==> src/rtl/control_unit.sv <==
// -----------------------------------------------------------------------------
// control_unit
//   Microcode sequencer for the 8-bit computer. Steps through the fetch
//   (T0/T1) and execute (T2..T4) micro-steps of the opcode held in IR[7:4].
//   Each step it drives the control word for the PC, MAR, RAM, IR, A/B,
//   ALU, flags and output register. It is the only source of CE/J/CO.
//
// Parameters
//   NUM_STEPS  micro-steps per instruction (T0..T(NUM_STEPS-1))
//   EARLY_END  1: return to T0 after the last useful step; 0: always run all steps
//
// Ports
//   clk      in   system clock, all state changes on posedge
//   rst      in   synchronous active-high reset
//   step_en  in   advance enable; 0 freezes the step counter
//   opcode   in   4-bit opcode (IR[7:4])
//   flag_c   in   registered carry flag
//   flag_z   in   registered zero flag
//   step     out  current micro-step (debug/LEDs)
//   halted   out  HLT executed; sticky until rst
//   ctrl     out  {HLT,MI,RI,RO,IO,II,AI,AO,EO,SU,BI,OI,CE,CO,J,FI}
// -----------------------------------------------------------------------------
module control_unit #(
    parameter int NUM_STEPS = 5,
    parameter bit EARLY_END = 1'b1
) (
    input  logic        clk,
    input  logic        rst,
    input  logic        step_en,
    input  logic [3:0]  opcode,
    input  logic        flag_c,
    input  logic        flag_z,
    output logic [2:0]  step,
    output logic        halted,
    output logic [15:0] ctrl
);

    localparam int            SW   = (NUM_STEPS > 1) ? $clog2(NUM_STEPS) : 1;
    localparam logic [SW-1:0] LAST = SW'(NUM_STEPS - 1);
    localparam logic [SW-1:0] T2   = SW'(2);

    // Control word bit masks, msb..lsb.
    localparam logic [15:0] C_HLT = 16'h8000;
    localparam logic [15:0] C_MI  = 16'h4000;
    localparam logic [15:0] C_RI  = 16'h2000;
    localparam logic [15:0] C_RO  = 16'h1000;
    localparam logic [15:0] C_IO  = 16'h0800;
    localparam logic [15:0] C_II  = 16'h0400;
    localparam logic [15:0] C_AI  = 16'h0200;
    localparam logic [15:0] C_AO  = 16'h0100;
    localparam logic [15:0] C_EO  = 16'h0080;
    localparam logic [15:0] C_SU  = 16'h0040;
    localparam logic [15:0] C_BI  = 16'h0020;
    localparam logic [15:0] C_OI  = 16'h0010;
    localparam logic [15:0] C_CE  = 16'h0008;
    localparam logic [15:0] C_CO  = 16'h0004;
    localparam logic [15:0] C_J   = 16'h0002;
    localparam logic [15:0] C_FI  = 16'h0001;

    typedef enum logic [3:0] {
        OP_NOP = 4'h0,
        OP_LDA = 4'h1,
        OP_ADD = 4'h2,
        OP_SUB = 4'h3,
        OP_STA = 4'h4,
        OP_LDI = 4'h5,
        OP_JMP = 4'h6,
        OP_JC  = 4'h7,
        OP_JZ  = 4'h8,
        OP_OUT = 4'hE,
        OP_HLT = 4'hF
    } opcode_e;

    // Microcode ROM: control word for step s of opcode op. Opcodes 9..D
    // match no item and behave as NOP.
    function automatic logic [15:0] word_at(input logic [SW-1:0] s,
                                            input logic [3:0]    op,
                                            input logic          c,
                                            input logic          z);
        logic [15:0] w;
        w = '0;
        case (int'(s))
            0: w = C_CO | C_MI;
            1: w = C_RO | C_II | C_CE;
            2: begin
                case (op)
                    OP_LDA, OP_ADD, OP_SUB, OP_STA: w = C_IO | C_MI;
                    OP_LDI: w = C_IO | C_AI;
                    OP_JMP: w = C_IO | C_J;
                    OP_JC:  w = c ? (C_IO | C_J) : '0;
                    OP_JZ:  w = z ? (C_IO | C_J) : '0;
                    OP_OUT: w = C_AO | C_OI;
                    OP_HLT: w = C_HLT;
                    default: w = '0;
                endcase
            end
            3: begin
                case (op)
                    OP_LDA:         w = C_RO | C_AI;
                    OP_ADD, OP_SUB: w = C_RO | C_BI;
                    OP_STA:         w = C_AO | C_RI;
                    default:        w = '0;
                endcase
            end
            4: begin
                case (op)
                    OP_ADD:  w = C_EO | C_AI | C_FI;
                    OP_SUB:  w = C_EO | C_AI | C_SU | C_FI;
                    default: w = '0;
                endcase
            end
            default: w = '0;
        endcase
        return w;
    endfunction

    logic [SW-1:0] step_q, step_d;
    logic          halted_q, halted_d;
    logic [15:0]   next_word;

    always_comb begin
        // NOTE: every signal assigned here gets a default first, so no path
        // leaves it unassigned and no latch is inferred.
        step_d   = step_q;
        halted_d = halted_q;
        // Look-ahead forces the flags true: flags matter only while in T2,
        // so a conditional jump always occupies its T2 slot even when it
        // will not be taken (T2 then shows an all-zero word).
        next_word = word_at(step_q + 1'b1, opcode, 1'b1, 1'b1);

        if (step_en && !halted_q) begin
            if (step_q == T2 && opcode == OP_HLT) begin
                halted_d = 1'b1;
            end
            if (step_q == LAST || (EARLY_END && next_word == '0)) begin
                step_d = '0;
            end else begin
                step_d = step_q + 1'b1;
            end
        end
    end

    always_ff @(posedge clk) begin
        // NOTE: sequential state uses non-blocking assignments so every flop
        // samples the pre-edge values regardless of statement order.
        if (rst) begin
            step_q   <= '0;
            halted_q <= 1'b0;
        end else begin
            step_q   <= step_d;
            halted_q <= halted_d;
        end
    end

    assign ctrl   = halted_q ? C_HLT : word_at(step_q, opcode, flag_c, flag_z);
    assign step   = 3'(step_q);
    assign halted = halted_q;

endmodule

==> config.mk <==
export PLATFORM = sky130hd
export DESIGN_NAME = control_unit
export DESIGN_NICKNAME = d
export VERILOG_FILES = /design/src/rtl/control_unit.sv
export SDC_FILE = /design/constraint.sdc
export NUM_CORES = 1
export LEC_CHECK = 0
export CAP_MARGIN = 20
export CORE_MARGIN = 4
export CORE_UTILIZATION = 42
export DETAILED_ROUTE_END_ITERATION = 10
export PLACE_DENSITY_LB_ADDON = 0.25
export SETUP_SLACK_MARGIN = 0.15
export SLEW_MARGIN = 15
export SYNTH_ARGS = -nofsm -noshare
export SYNTH_HDL_FRONTEND = slang
export SYNTH_SLANG_ARGS = --single-unit
export TNS_END_PERCENT = 30
==> constraint.sdc <==
create_clock -name clk -period 1.8 [get_ports clk]
set_input_delay 0.18 -clock clk [delete_from_list [all_inputs] [get_ports clk]]
set_output_delay 0.18 -clock clk [all_outputs]
set_load 0.01 [all_outputs]
==> metrics <==
Non-Filler Cell Area, Final=0.00124 sq mm; DRT antenna net count=0; worst min-delay path startpoint=step_en; Routed WL per cell=15.9 um; Initial Util=a little under half; Vias=about 910; leakage power=~0.59 nW; fraction of registers with async set or reset after synthesis=0%; CP arrival=approximately 1600 ps; fillers=approximately 100; synthesized area=701 sq um; Clock transition at path regs=around 40 ps; total CTS buffers=3; Die Wd=48.8 um; Vias/cell=5.63; Die Y=48.8 um; max_cap viols=0; final non-filler cell total=162; Setup crit end kind=primary output; first-pass GRT wire length=between 3 and 4 mm; layout cells sized above 1=between 50% and 60%; post-synthesis cell type count=38; I/O Buffers=28; maximum vdd drop=approximately 0.53 mV; Synth top area share=between 10% and 20%; Buf+Inv Stages, Crit Path=3; critical path fanouts, max=4; reg2reg path depth=5; worst-margin pin slew=322 ps; Max Clk Rate=between 500 and 600 MHz; RSZ-0062 raised after global routing=yes; Setup CP Type=reg -> out; Critical Path Slowest Stage Cell=dfxtp_4; reg2reg start=step[0]$_SDFFE_PP0P_; Post-synth top cells=nor2_1, inv_1, ha_1; drc violations=0; Clock Power Share=between 20% and 30%; sequential share of power=21.2%; CTS root buffer=clkbuf_4; initial DRC count=10; Final HPWL DP=1.71 mm; Period Utilization, post-route=between 90% and 100%; slowest stage delay, CP=around 360 ps; critical path data required time=about 1600 ps; status=finished clean; Pint=around 0.32 mW; switching share of power=a little under two fifths; All-Layer GR Usage=between 20% and 30%; wirelength, routed=2.57 mm; Psw=0.188 mW; reg2reg end=step[2]$_SDFFE_PP0P_; vias in the first global route=around 900; Syn Nets=between 100 and 150; grt ovf=0; critical path cell sequence=inv_4 -> ha_4 -> buf_6 -> nor2_2 -> o21ai_1 -> nand2b_1 -> nor3b_2 -> buf_2; Worst Hold Depth=3; initial antenna violation count=0; CTS Sinks=4; antenna cells=0; post-synth top area cell=ha_1; Synth Area per Inst=7.38 sq um; core area=0.00154 sq mm; largest net degree at the start of global routing=13; sequential fraction of the synthesis area=11.4%; min Tclk post-route=around 1700 ps; synthesis-stage register bit count=4; top cells by area, synth=ha_1, dfxtp_1, nor2_1; die area=around 0.0024 sq mm; endpoints failing hold=0; pwr/cell area=around 410 mW/mm^2; Layout Utilization=between 80% and 90%; Setup crit start kind=flip-flop; placed inst area=about 0.0011 sq mm; endpoints failing setup=0; # IOs=29; Comb power frac=57.1%; routability congestion estimate=around 0.86; Area Growth Syn to Fin=76.4%; Hold WC Path Type=in -> reg; CTS tree=done; R2R setup slack=180 ps; top-count cell post-synth=nor2_1; worst-case clock buffer depth=2; Synth Flop Type=dfxtp_1; EDFF count, synth=0; router iterations before antenna repair=4; Max-slew headroom=about four fifths; Synth Instances=between 90 and 100; worst skew pair latency=about 230 ps; row count=14; Placed Cells=between 150 and 200; delay-heaviest family, CP=simple AND/OR/NAND/NOR gates; final slew viol count=0; Worst Hold End=halted$_SDFFE_PP0P_; number of synthesis warnings=0; fin nets=roughly 170; CTS H-tree depth=1; skew final=roughly 3.8 ps
[metrics by stage]
| stage | setup slack (ps) | power (mW) | hold slack, ps | setup TNS [ps] |
|---|---|---|---|---|
| 4_1_cts | 18.5 | 0.488 | 571 | 0 |
| 3_5_place_dp | -390 | 0.362 | 625 | -4560 |
| 2_1_floorplan | 225 | 0.229 | 252 | 0 |
| 3_3_place_gp | -336 | 0.355 | 603 | -4030 |
| 5_1_grt | -11.6 | 0.544 | 591 | -22.4 |
| 6_report | 67.6 | 0.505 | 583 | 0 |
[cell type report]
cell class	count	area [sq um]	share of cell area [%]
multi-input combinational	71	619	50.1
timing repair buffer	56	438	35.4
sequential	4	88.8	7.19
inverter	12	47.5	3.85
clock buffer	3	22.5	1.82
tap	16	20.0	1.62
[flip-flops by register name, summed over array words and instances, names as in the netlist]
name	flops
halted	1
step	3
[per-layer routing]
metal	vias up	share of wire, %	global-route usage, %
met5	-	0	0
met4	0	2.1	9.42
met3	6	4.5	2.45
met2	29	56	39.3
met1	441	37	21.0
li1	436	-	-
[how the worst max path moves through the flow]
stage	start	slack (ps)	endpoint	cells past startpoint
2_1_floorplan	step[0]$_SDFFE_PP0P_	230	ctrl[8]	5
3_3_place_gp	opcode[2]	-340	ctrl[14]	5
3_5_place_dp	opcode[2]	-390	ctrl[14]	5
4_1_cts	step[0]$_SDFFE_PP0P_	20	ctrl[14]	6
5_1_grt	step[0]$_SDFFE_PP0P_	-10	ctrl[9]	7
6_report	step[0]$_SDFFE_PP0P_	70	ctrl[14]	8
[cells in the final DEF, fill, tap and decap left out, types with 3 or more instances in the layout]
master | netlist | layout
nand2b_1 | 3 | 3
inv_1 | 10 | 8
ha_1 | 9 | 4
ha_4 | 0 | 3
clkbuf_2 | 0 | 3
nand4_1 | 3 | 3
clkdlybuf4s50_1 | 0 | 8
nand2_1 | 4 | 4
nor3_1 | 5 | 4
nor2_1 | 11 | 8
dlygate4sd2_1 | 0 | 4
buf_4 | 2 | 26
inv_2 | 2 | 3
nor2_2 | 0 | 3
clkbuf_4 | 1 | 3
buf_2 | 0 | 9
[worst register-to-register path, delay by kind of cell, from the launching register on]
family / cells / cell delay (ps)
buf+inv: 1 / 130
fa+ha+maj: 2 / 470
compound gates: 1 / 330
flops: 1 / 360
simple gates: 1 / 230
[kinds of logic (layout without fill, tap and decap cells)]
group,after synthesis,after routing,synth area share [%]
flip-flops,4,4,11.4
AO/OA/AOI/OAI,20,20,22.5
AND/OR/NAND/NOR,42,42,34.5
adder cells (fa/ha/maj),9,9,16.1
buffers and inverters,20,71,15.5
[power groups by stage]
| stage | combinational (mW) | clock (mW) | sequential, mW |
|---|---|---|---|
| floorplan | 0.125 | 0 | 0.104 |
| finish | 0.288 | 0.109 | 0.107 |
| detailed placement | 0.261 | 0 | 0.102 |
| global placement | 0.254 | 0 | 0.101 |
| CTS | 0.266 | 0.117 | 0.105 |
| global route | 0.312 | 0.124 | 0.108 |
[timing repair]
item | 4_1_cts | 5_1_grt
cloned | 0 | 0
pin swaps | 6 | 10
endpoints found under the setup margin | 18 | 19
hold buffers | 0 | 0
gates resized for setup | 66 | 25
buffers inserted | 1 | 1
Power figures use the tool's default switching activity.
